`src/rtl/quiz_game_if.sv`:
```
// Player-facing I/O bundle for quiz_game_ctrl: start/switch inputs and
// seven-segment, motor and debug outputs.
interface quiz_game_if;
  logic       start;
  logic [3:0] switch;
  logic [6:0] num_led;
  logic [6:0] point_led;
  logic [1:0] motor1;
  logic [1:0] motor2;
  logic [3:0] quiz_a;
  logic [3:0] quiz_b;
  logic [1:0] quiz_op;

  modport master (
    output start, switch,
    input  num_led, point_led, motor1, motor2, quiz_a, quiz_b, quiz_op
  );

  modport slave (
    input  start, switch,
    output num_led, point_led, motor1, motor2, quiz_a, quiz_b, quiz_op
  );
endinterface

```
`src/rtl/quiz_game_ctrl.sv`:
```
// Arithmetic quiz controller: LFSR question generator, one-digit show sequence,
// operator-guess judging, saturating score and motor feedback.
// Optional streak bonus (third consecutive correct answer scores +2): define QUIZ_STREAK_EN.
module quiz_game_ctrl #(
  parameter int         SHOW_CYCLES     = 150000000,
  parameter int         ANSWER_CYCLES   = 500000000,
  parameter int         FEEDBACK_CYCLES = 50000000,
  parameter int         MAX_SCORE       = 9,
  parameter logic [7:0] LFSR_SEED       = 8'hA5
) (
  input  logic       clk,
  input  logic       reset,
  quiz_game_if.slave bus
);

  typedef enum logic [3:0] {
    IDLE     = 4'd0,
    GEN      = 4'd1,
    SHOW_A   = 4'd2,
    GAP_A    = 4'd3,
    SHOW_B   = 4'd4,
    GAP_B    = 4'd5,
    SHOW_RT  = 4'd6,
    GAP_RT   = 4'd7,
    SHOW_RO  = 4'd8,
    GAP_RO   = 4'd9,
    ANSWER   = 4'd10,
    FEEDBACK = 4'd11
  } state_t;

  state_t      state_r;
  logic [7:0]  lfsr_r;
  logic [31:0] cnt_r;
  logic [3:0]  sw_q_r;
  logic [3:0]  sw_prev_r;
  logic [3:0]  score_r;
  logic [3:0]  quiz_a_r;
  logic [3:0]  quiz_b_r;
  logic [1:0]  quiz_op_r;
  logic [6:0]  res_r;
  logic [6:0]  num_led_r;
  logic [6:0]  point_led_r;
  logic [1:0]  motor1_r;
  logic [1:0]  motor2_r;
`ifdef QUIZ_STREAK_EN
  logic [1:0]  streak_r;
`endif

  logic [3:0]  ra_s, rb_s, gen_a_s, gen_b_s;
  logic [1:0]  op_raw_s, gen_op_s;
  logic [6:0]  gen_r_s;
  logic [3:0]  edge_s;
  logic        one_hot_s, skip_s, guess_ok_s;
  logic [1:0]  guess_op_s;
  logic [4:0]  inc_s, sum_s;
  logic [3:0]  score_up_s, score_dn_s;
  logic [7:0]  lfsr_next_s;

  function automatic logic [6:0] seg7(input logic [3:0] d);
    logic [6:0] s;
    case (d)
      4'd0:    s = 7'b1111110;
      4'd1:    s = 7'b0110000;
      4'd2:    s = 7'b1101101;
      4'd3:    s = 7'b1111001;
      4'd4:    s = 7'b0110011;
      4'd5:    s = 7'b1011011;
      4'd6:    s = 7'b1011111;
      4'd7:    s = 7'b1110000;
      4'd8:    s = 7'b1111111;
      4'd9:    s = 7'b1111011;
      default: s = 7'b0000000;
    endcase
    return s;
  endfunction

  function automatic logic [3:0] red10(input logic [3:0] x);
    logic [3:0] y;
    if (x >= 4'd10) y = x - 4'd10;
    else            y = x;
    return y;
  endfunction

  function automatic logic [6:0] apply_op(input logic [3:0] a, input logic [3:0] b,
                                          input logic [1:0] op);
    logic [7:0] p;
    logic [6:0] r;
    p = {4'b0000, a} * {4'b0000, b};
    case (op)
      2'd0:    r = {3'b000, a} + {3'b000, b};
      2'd1:    r = {3'b000, a} - {3'b000, b};
      2'd2:    r = p[6:0];
      default: r = {3'b000, a} + {3'b000, b};
    endcase
    return r;
  endfunction

  // Results never exceed 81, so a compare ladder is enough for the tens digit.
  function automatic logic [3:0] tens_of(input logic [6:0] v);
    logic [3:0] t;
    if      (v >= 7'd80) t = 4'd8;
    else if (v >= 7'd70) t = 4'd7;
    else if (v >= 7'd60) t = 4'd6;
    else if (v >= 7'd50) t = 4'd5;
    else if (v >= 7'd40) t = 4'd4;
    else if (v >= 7'd30) t = 4'd3;
    else if (v >= 7'd20) t = 4'd2;
    else if (v >= 7'd10) t = 4'd1;
    else                 t = 4'd0;
    return t;
  endfunction

  function automatic logic [3:0] ones_of(input logic [6:0] v);
    logic [6:0] o;
    o = v - ({3'b000, tens_of(v)} * 7'd10);
    return o[3:0];
  endfunction

  // Question generation, edge detection and next-score arithmetic.
  always_comb begin
    lfsr_next_s = {lfsr_r[6:0], lfsr_r[7] ^ lfsr_r[5] ^ lfsr_r[4] ^ lfsr_r[3]};
    ra_s        = red10(lfsr_r[3:0]);
    rb_s        = red10(lfsr_r[7:4]);
    if (ra_s >= rb_s) begin
      gen_a_s = ra_s;
      gen_b_s = rb_s;
    end else begin
      gen_a_s = rb_s;
      gen_b_s = ra_s;
    end
    op_raw_s = {lfsr_r[6], lfsr_r[2]};
    gen_op_s = (op_raw_s == 2'd3) ? 2'd0 : op_raw_s;
    gen_r_s  = apply_op(gen_a_s, gen_b_s, gen_op_s);

    edge_s = sw_q_r & ~sw_prev_r;
    case (edge_s[2:0])
      3'b001:  begin one_hot_s = 1'b1; guess_op_s = 2'd0; end
      3'b010:  begin one_hot_s = 1'b1; guess_op_s = 2'd1; end
      3'b100:  begin one_hot_s = 1'b1; guess_op_s = 2'd2; end
      default: begin one_hot_s = 1'b0; guess_op_s = 2'd0; end
    endcase
    skip_s     = (edge_s == 4'b1000);
    guess_ok_s = one_hot_s && !edge_s[3] &&
                 (apply_op(quiz_a_r, quiz_b_r, guess_op_s) == res_r);

`ifdef QUIZ_STREAK_EN
    inc_s = (streak_r == 2'd2) ? 5'd2 : 5'd1;
`else
    inc_s = 5'd1;
`endif
    sum_s = {1'b0, score_r} + inc_s;
    if (sum_s > 5'(MAX_SCORE)) score_up_s = 4'(MAX_SCORE);
    else                       score_up_s = sum_s[3:0];
    score_dn_s = (score_r == 4'd0) ? 4'd0 : score_r - 4'd1;
  end

  // Game FSM with all player-visible outputs registered.
  always_ff @(posedge clk or posedge reset) begin
    if (reset) begin
      state_r     <= IDLE;
      lfsr_r      <= LFSR_SEED;
      cnt_r       <= 32'd0;
      sw_q_r      <= 4'd0;
      sw_prev_r   <= 4'd0;
      score_r     <= 4'd0;
      quiz_a_r    <= 4'd0;
      quiz_b_r    <= 4'd0;
      quiz_op_r   <= 2'd0;
      res_r       <= 7'd0;
      num_led_r   <= 7'd0;
      point_led_r <= 7'b1111110;
      motor1_r    <= 2'b00;
      motor2_r    <= 2'b00;
`ifdef QUIZ_STREAK_EN
      streak_r    <= 2'd0;
`endif
    end else begin
      lfsr_r    <= lfsr_next_s;
      sw_q_r    <= bus.switch;
      sw_prev_r <= sw_q_r;
      case (state_r)
        IDLE: begin
          num_led_r <= 7'd0;
          if (bus.start) state_r <= GEN;
          else           state_r <= IDLE;
        end
        GEN: begin
          quiz_a_r  <= gen_a_s;
          quiz_b_r  <= gen_b_s;
          quiz_op_r <= gen_op_s;
          res_r     <= gen_r_s;
          num_led_r <= seg7(gen_a_s);
          cnt_r     <= 32'(SHOW_CYCLES);
          state_r   <= SHOW_A;
        end
        SHOW_A, SHOW_B, SHOW_RT, SHOW_RO: begin
          if (cnt_r == 32'd1) begin
            num_led_r <= 7'd0;
            state_r   <= state_t'(state_r + 4'd1);
          end else begin
            cnt_r <= cnt_r - 32'd1;
          end
        end
        GAP_A: begin
          num_led_r <= seg7(quiz_b_r);
          cnt_r     <= 32'(SHOW_CYCLES);
          state_r   <= SHOW_B;
        end
        GAP_B: begin
          num_led_r <= (res_r < 7'd10) ? 7'd0 : seg7(tens_of(res_r));
          cnt_r     <= 32'(SHOW_CYCLES);
          state_r   <= SHOW_RT;
        end
        GAP_RT: begin
          num_led_r <= seg7(ones_of(res_r));
          cnt_r     <= 32'(SHOW_CYCLES);
          state_r   <= SHOW_RO;
        end
        GAP_RO: begin
          num_led_r <= 7'd0;
          cnt_r     <= 32'(ANSWER_CYCLES);
          state_r   <= ANSWER;
        end
        ANSWER: begin
          if (skip_s) begin
            state_r <= GEN;
          end else if (guess_ok_s) begin
            score_r     <= score_up_s;
            point_led_r <= seg7(score_up_s);
            motor1_r    <= 2'b10;
            cnt_r       <= 32'(FEEDBACK_CYCLES);
            state_r     <= FEEDBACK;
`ifdef QUIZ_STREAK_EN
            streak_r    <= (streak_r == 2'd2) ? 2'd0 : streak_r + 2'd1;
`endif
          end else if ((edge_s != 4'b0000) || (cnt_r == 32'd1)) begin
            score_r     <= score_dn_s;
            point_led_r <= seg7(score_dn_s);
            motor2_r    <= 2'b10;
            cnt_r       <= 32'(FEEDBACK_CYCLES);
            state_r     <= FEEDBACK;
`ifdef QUIZ_STREAK_EN
            streak_r    <= 2'd0;
`endif
          end else begin
            cnt_r <= cnt_r - 32'd1;
          end
        end
        FEEDBACK: begin
          if (cnt_r == 32'd1) begin
            motor1_r <= 2'b00;
            motor2_r <= 2'b00;
            state_r  <= GEN;
          end else begin
            cnt_r <= cnt_r - 32'd1;
          end
        end
        default: begin
          num_led_r <= 7'd0;
          motor1_r  <= 2'b00;
          motor2_r  <= 2'b00;
          state_r   <= IDLE;
        end
      endcase
    end
  end

  assign bus.num_led   = num_led_r;
  assign bus.point_led = point_led_r;
  assign bus.motor1    = motor1_r;
  assign bus.motor2    = motor2_r;
  assign bus.quiz_a    = quiz_a_r;
  assign bus.quiz_b    = quiz_b_r;
  assign bus.quiz_op   = quiz_op_r;

endmodule

```
`src/flat_wrapper.sv`:
```
// flat-port wrapper written by rule: the top's interface ports become plain ports
module quiz_game_ctrl_flat 
#(
  parameter int         SHOW_CYCLES     = 150000000,
  parameter int         ANSWER_CYCLES   = 500000000,
  parameter int         FEEDBACK_CYCLES = 50000000,
  parameter int         MAX_SCORE       = 9,
  parameter logic [7:0] LFSR_SEED       = 8'hA5
)
  (clk, reset, bus_start, bus_switch, bus_num_led, bus_point_led, bus_motor1, bus_motor2, bus_quiz_a, bus_quiz_b, bus_quiz_op);
  quiz_game_if bus_i ();
  input  logic clk;
  input  logic reset;
  input wire logic [$bits(bus_i.start)-1:0] bus_start;
  input wire logic [$bits(bus_i.switch)-1:0] bus_switch;
  output wire logic [$bits(bus_i.num_led)-1:0] bus_num_led;
  output wire logic [$bits(bus_i.point_led)-1:0] bus_point_led;
  output wire logic [$bits(bus_i.motor1)-1:0] bus_motor1;
  output wire logic [$bits(bus_i.motor2)-1:0] bus_motor2;
  output wire logic [$bits(bus_i.quiz_a)-1:0] bus_quiz_a;
  output wire logic [$bits(bus_i.quiz_b)-1:0] bus_quiz_b;
  output wire logic [$bits(bus_i.quiz_op)-1:0] bus_quiz_op;
  assign bus_i.start = bus_start;
  assign bus_i.switch = bus_switch;
  assign bus_num_led = bus_i.num_led;
  assign bus_point_led = bus_i.point_led;
  assign bus_motor1 = bus_i.motor1;
  assign bus_motor2 = bus_i.motor2;
  assign bus_quiz_a = bus_i.quiz_a;
  assign bus_quiz_b = bus_i.quiz_b;
  assign bus_quiz_op = bus_i.quiz_op;
  quiz_game_ctrl #(.SHOW_CYCLES(SHOW_CYCLES), .ANSWER_CYCLES(ANSWER_CYCLES), .FEEDBACK_CYCLES(FEEDBACK_CYCLES), .MAX_SCORE(MAX_SCORE), .LFSR_SEED(LFSR_SEED)) u_core (.clk(clk), .reset(reset), .bus(bus_i));
endmodule
```
`config.mk`:
```
export PLATFORM = sky130hd
export DESIGN_NAME = quiz_game_ctrl_flat
export DESIGN_NICKNAME = d
export VERILOG_FILES = /design/src/rtl/quiz_game_if.sv /design/src/rtl/quiz_game_ctrl.sv /design/src/flat_wrapper.sv
export SDC_FILE = /design/constraint.sdc
export NUM_CORES = 1
export LEC_CHECK = 0
export ABC_CLOCK_PERIOD_IN_PS = 6220
export CAP_MARGIN = 30
export CORE_ASPECT_RATIO = 1.4
export CORE_MARGIN = 2
export CORE_UTILIZATION = 50
export CTS_BUF_LIST = sky130_fd_sc_hd__clkbuf_4
export CTS_CLUSTER_SIZE = 12
export DETAILED_ROUTE_END_ITERATION = 10
export PLACE_DENSITY = 0.77
export SETUP_SLACK_MARGIN = 0.15
export SLEW_MARGIN = 25
export SYNTH_ARGS = -nofsm -noshare
export SYNTH_HDL_FRONTEND = slang
export SYNTH_SLANG_ARGS = --single-unit
```
`constraint.sdc`:
```
create_clock -name clk -period 6.22 [get_ports clk]
set_input_delay 1.244 -clock clk [delete_from_list [all_inputs] [get_ports clk]]
set_output_delay 1.244 -clock clk [all_outputs]
set_load 0.02 [all_outputs]
```
==> results of run 1 <==
## cell families after synthesis
group / synth area share [%]
AND/OR/NAND/NOR: 22.1
AO/OA/AOI/OAI: 22.2
buffers and inverters: 5.04
adder cells (fa/ha/maj): 16.1
flip-flops: 27.4
XOR/XNOR: 3.49
multiplexers: 3.63
other: 0.0459
## placed cells by master, fill, tap and decap left out, drive strengths merged, types with 11 or more instances in the layout
master,n
nand2,115
nor2,97
ha,86
o21ai,83
dfrtp,79
a21oi,77
inv,56
clkdlybuf4s50,32
nor3,29
nand3,22
nand2b,21
nor2b,19
xnor2,19
mux2i,18
a31oi,17
a21o,15
o211ai,14
and2,13
a211oi,12
fa,12
xor2,11
## power groups by stage
stage                     Combinational, uW  Sequential, uW  Clock [uW]
after floorplan                        1720             929           0
after global placement                 2160             971           0
after detailed placement               2200             977           0
after CTS                              2210             963         330
after global routing                   2500             996         354
final                                  2230             968         319
## area by class of cell
type	count	share of cell area (%)
diodes	1	0.0287
well taps	199	2.86
flip-flops and latches	89	25.7
inverters	53	2.31
clock inverters	7	0.719
repair buffers	37	4.11
clock buffers	9	0.776
multi-input cells	816	63.5
## critical path, delay by kind of cell (launching register included)
kind / cells / cell delay (ns)
AND/OR/NAND/NOR: 3 / 0.88
adder cells (fa/ha/maj): 5 / 2.08
XOR/XNOR: 1 / 0.13
AO/OA/AOI/OAI: 5 / 1.23
buffers and inverters: 3 / 0.35
multiplexers: 1 / 0.38
flip-flops: 1 / 0.61
## stage by stage
step	cell area (um2)	cells
CTS	8700	1210
global route	8710	1211
global placement	8570	1194
finish	8710	1211
detailed placement	8570	1194
floorplan	8180	1006
## metal layers
| layer | vias up | share of wire (%) | global-route usage, % |
|---|---|---|---|
| li1 | 3575 | - | - |
| met1 | 3464 | 40 | 27.1 |
| met2 | 202 | 52 | 43.8 |
| met3 | 52 | 4.0 | 3.31 |
| met4 | 0 | 3.9 | 11.0 |
| met5 | - | 0 | 0 |
## final timing paths
kind                            slack [ns]        startpoint                     to  cells after the start
worst min-delay path                  0.40  u_core.sw_q_r[3]    u_core.sw_prev_r[3]                      0
min in group asynchronous             1.09             reset        u_core.res_r[1]                      2
worst max register to register        0.47  u_core.lfsr_r[2]        u_core.res_r[6]                     18
worst max-delay path                  0.47  u_core.lfsr_r[2]        u_core.res_r[6]                     18
max in group asynchronous             4.04             reset  u_core.bus.num_led[6]                      3
worst min register to register        0.40  u_core.sw_q_r[3]    u_core.sw_prev_r[3]                      0
## flip-flops by register name, indices dropped and copies added, names as in the netlist
signal / flops
u_core.res_r: 7
u_core.lfsr_r: 8
u_core.score_r: 4
u_core.cnt_r: 32
u_core.sw_q_r: 4
u_core.bus.quiz_a: 4
u_core.bus.quiz_op: 2
u_core.sw_prev_r: 4
u_core.state_r: 4
u_core.bus.point_led: 7
u_core.bus.motor1: 1
u_core.bus.num_led: 7
u_core.bus.quiz_b: 4
u_core.bus.motor2: 1
==> impl_metrics.toml, run 1 <==
[global_routing]
track_usage_pct = 23.8
gr-total-overflow = 0
antenna_found_initial = 1
grt_pass1_vias = 7097
grt_pass1_wl_mm = 34.1
grt_max_degree = 57

[synthesis]
yosys.area.top_type = "dfrtp_1"
ys_seq_elements = 89
synth_area_per_cell_um2 = 8.13
synth.top_cell.area_share_pct = 24.2
post-synth-top-count-cell = "nand2_1"
ys_seq_area_share_pct = 27.4
async_flop_share_pct = 100
synth_edf_count = 0
syn_inst = 1005
synth-warning-count = 0
ys_types = 80
yosys_most_used_dff = "dfrtp_1"
netlist_top_cells_count = "113 x nand2_1, 97 x nor2_1, 86 x ha_1"
synth_area_leaders = "dfrtp_1 24%, ha_1 13%, nand2_1 5.2%"
synth_area_um2 = 8170

[timing]
worstMarginPinSlew_ns = 0.928
finalSetupTns_ns = 0
maxSlewHeadroom_pct = 38.1
skew_ns = 0.0386
drv_slew = 0
whs_ns = 0.396
setup_viol = 0
final.min_clock_period_ns = 5.75
rsz0062_at_grt = "no"
finalHoldViolCount = 0
period_share_pct = 92.4
max_clock_freq_mhz = 174
final.setup.worst_slack_ns = 0.471

[floorplanning]
core_area_um2 = 16100
die_w_um = 112
initial_utilization_pct = 50.8
die-area_um2 = 17400
row_count = 55
ioPinCount = 35
die_h_um = 155

[power]
power.density_nw_per_um2 = 404
netSwitchingPower_uw = 1800
p_int_uw = 1710
seqPwrFrac_pct = 27.5
swShare_pct = 51.2
combPwrFrac_pct = 63.4
p_leak_uw = 0.00389
vdd_drop_max_v = 0.000228
power.total_uw = 3510
clkPwrFrac_pct = 9.1

[outcome]
status = "finished, final reports clean"

[drt]
wl_mm = 20.1
initialDrtViolationCount = 528
vias = 7293
ant_nets = 0
drc = 0
wl_per_cell_um = 16.6
via_per_inst = 6.02
first_pass_iters = 5

[critical_path]
cp-end-kind = "flip-flop"
worst-path-max-fanout = 15
slowest_stage = "dfstp_2"
cp_cell_sequence = "inv_1, ha_1, o21ai_0, inv_1, ha_1, o21bai_1, nand2_1, mux2i_2, or2_2, fa_1, inv_1, fa_1, fa_1, a21o_1, a21oi_1, xnor2_1, nand3_1, o211ai_1"
cpPeakStageDelay_ns = 0.61
start_kind = "flip-flop"
cp.arrival_ns = 6.15
criticalPathCategory = "reg2reg"
required_ns = 6.63

[clock_network]
holdBufCountCts = 0
cts_setup_buffers = 0
cts_buffers = 9
clk_path_buf_depth = 2
cts-resized-gates = 0
cts_tree = "built"
htree_num_levels = 3
clock_sinks = 89
clk_latency_ns = 0.50
cts-root-buf = "clkbuf_4"
path_clk_slew_ns = 0.16

[placed_design]
gp_congestion = 0.901
port_buffers = 32
dpl.hpwl_mm = 15.1
dp_slack_ns = 0.557

[cells_and_area]
final_util_pct = 54.1
syn_to_final_growth_pct = 6.52
fillers = 1567
nets = 1111
post_route_cells_drive_above_1_share_pct = 6.13
area.sequential_um2 = 2240
multi_input_area_um2 = 5530

[hold_path]
hp-class = "reg2reg"

[run]
drv_cap = 0
Power figures use the tool's default switching activity.
==> inputs of run 2 (changes only) <==
CTS_BUF_LIST = default   (was sky130_fd_sc_hd__clkbuf_4)
CTS_CLUSTER_DIAMETER = 30   (was default)
==> run 2 against run 1 <==
Effect of this change: critical path depth is the same; global-route usage grew 0.16 points; total power grew 6.4%; maximum frequency grew 0.31%; die area is the same; largest power group unchanged; flip-flop and latch count is the same; largest cell class unchanged; critical endpoint unchanged; critical path type unchanged; cell count is essentially flat; final area grew 1.8%; setup slack gained 0.018 ns.
==> impl_metrics.toml, run 2 (synthesized netlist as in run 1, its figures left out) <==
[floorplanning]
initial_utilization_pct = 50.8
ioPinCount = 35
die_w_um = 112
die-area_um2 = 17400
core_area_um2 = 16100
die_h_um = 155
row_count = 55

[hold_path]
hp-start = "u_core.sw_q_r[3]"
hp-class = "reg2reg"

[clock_network]
cts-root-buf = "clkbuf_16"
cts_setup_buffers = 0
holdBufCountCts = 0
cts_tree = "built"
cts-resized-gates = 0
htree_num_levels = 3
clock_sinks = 89
cts_buffers = 9
clk_path_buf_depth = 2
clk_latency_ns = 0.36
path_clk_slew_ns = 0.07

[power]
vdd_drop_max_v = 0.000285
power.density_nw_per_um2 = 422
p_leak_uw = 0.00396
power.total_uw = 3740

[cells_and_area]
post_route_cells_drive_above_1_share_pct = 6.13
largest_register = "u_core.cnt_r"
final_util_pct = 55.0
mostFrequentLayoutCells = "113 x nand2_1, 97 x nor2_1, 86 x ha_1"
antenna_cells = 0
area.sequential_um2 = 2240
fillers = 1548
largest_reg_flops = 32
syn_to_final_growth_pct = 8.42
top_regs = "u_core.cnt_r: 32 flops, u_core.lfsr_r: 8 flops"
layout_commonest_cell = "nand2_1"
nets = 1111
multi_input_area_um2 = 5530
final_cell_count_no_fill = 1210

[critical_path]
criticalPathCategory = "reg2reg"
start_kind = "flip-flop"
worst-path-max-fanout = 15
r2r_end = "u_core.res_r[6]"
cp.arrival_ns = 6.01
required_ns = 6.50
rr_worst_depth = 18
reg2reg_slack_ns = 0.49
cp-end-kind = "flip-flop"
r2r-start = "u_core.lfsr_r[2]"
crit_start = "u_core.lfsr_r[2]"
endpoint = "u_core.res_r[6]"

[drt]
drc = 0
wl_met1_mm = 8.24
wl_per_cell_um = 16.8
wl_mm = 20.3
via_per_inst = 6.03
initialDrtViolationCount = 571
top_layer = "met4"
wl_met3_um = 751
ant_nets = 0
first_pass_iters = 5
route.met2.wl_mm = 10.6
vias = 7292

[global_routing]
track_usage_pct = 23.9
grt_pass1_vias = 7122
gr-total-overflow = 0
grt_pass1_wl_mm = 34.3
antenna_found_initial = 0
grt_max_degree = 57

[timing]
worstMarginPinSlew_ns = 0.908
setup_viol = 0
period_share_pct = 92.1
max_clock_freq_mhz = 174
final.min_clock_period_ns = 5.73
whs_ns = 0.388
finalHoldViolCount = 0
maxSlewHeadroom_pct = 39.4
skew_ns = 0.0148
finalSetupTns_ns = 0
rsz0062_at_grt = "no"
drv_slew = 0

[outcome]
status = "finished, final reports clean"

[placed_design]
dpl.hpwl_mm = 15.1
gp_congestion = 0.901
port_buffers = 32
place_inst = 1194

[run]
drv_cap = 0
==> run 2: worst min path at each step <==
stage,to,depth (start not counted),slack [ns]
after floorplan,u_core.sw_prev_r[3],0,0.35
after global placement,u_core.sw_prev_r[3],0,0.36
after detailed placement,u_core.sw_prev_r[3],0,0.37
after CTS,u_core.sw_prev_r[3],0,0.38
after global routing,u_core.sw_prev_r[3],0,0.40
final,u_core.sw_prev_r[3],0,0.39
==> run 2: metrics by stage <==
step | area (um2) | setup slack [ns]
floorplan | 8180 | 1.26
global placement | 8570 | 0.631
detailed placement | 8570 | 0.557
CTS | 8860 | 0.514
global route | 8860 | 0.160
finish | 8860 | 0.489
==> run 2: where the power goes <==
| group | total (uW) | switching, uW | leakage (uW) | internal [uW] |
|---|---|---|---|---|
| Sequential | 970 | 218 | 0.00112 | 752 |
| Clock | 537 | 259 | 0.000132 | 278 |
| Combinational | 2230 | 1360 | 0.00270 | 875 |
| Total | 3740 | 1830 | 0.00396 | 1910 |
==> run 2: cell type report <==
type / instances / share of cell area, %
clock buffer: 9 / 2.54
clock inverter: 7 / 0.706
inverter: 53 / 2.27
multi-input combinational: 816 / 62.4
sequential: 89 / 25.3
tap: 199 / 2.81
timing repair buffer: 37 / 4.04
==> run 2: critical path: stages (launching register included) <==
cell and delay, ns:
dfstp_2 0.58, inv_1 0.08, ha_1 0.17, o21ai_0 0.43
inv_1 0.22, ha_1 0.42, o21bai_1 0.32, nand2_1 0.44
mux2i_2 0.39, or2_2 0.35, fa_1 0.50, inv_1 0.05
fa_1 0.52, fa_1 0.48, a21o_1 0.20, a21oi_1 0.16
xnor2_1 0.13, nand3_1 0.09, o211ai_1 0.11
==> run 2: per-layer routing <==
metal / track usage [%] / vias up
li1: - / 3576
met1: 27.2 / 3477
met2: 44.1 / 188
met3: 3.47 / 51
met4: 10.9 / 0
met5: 0 / -
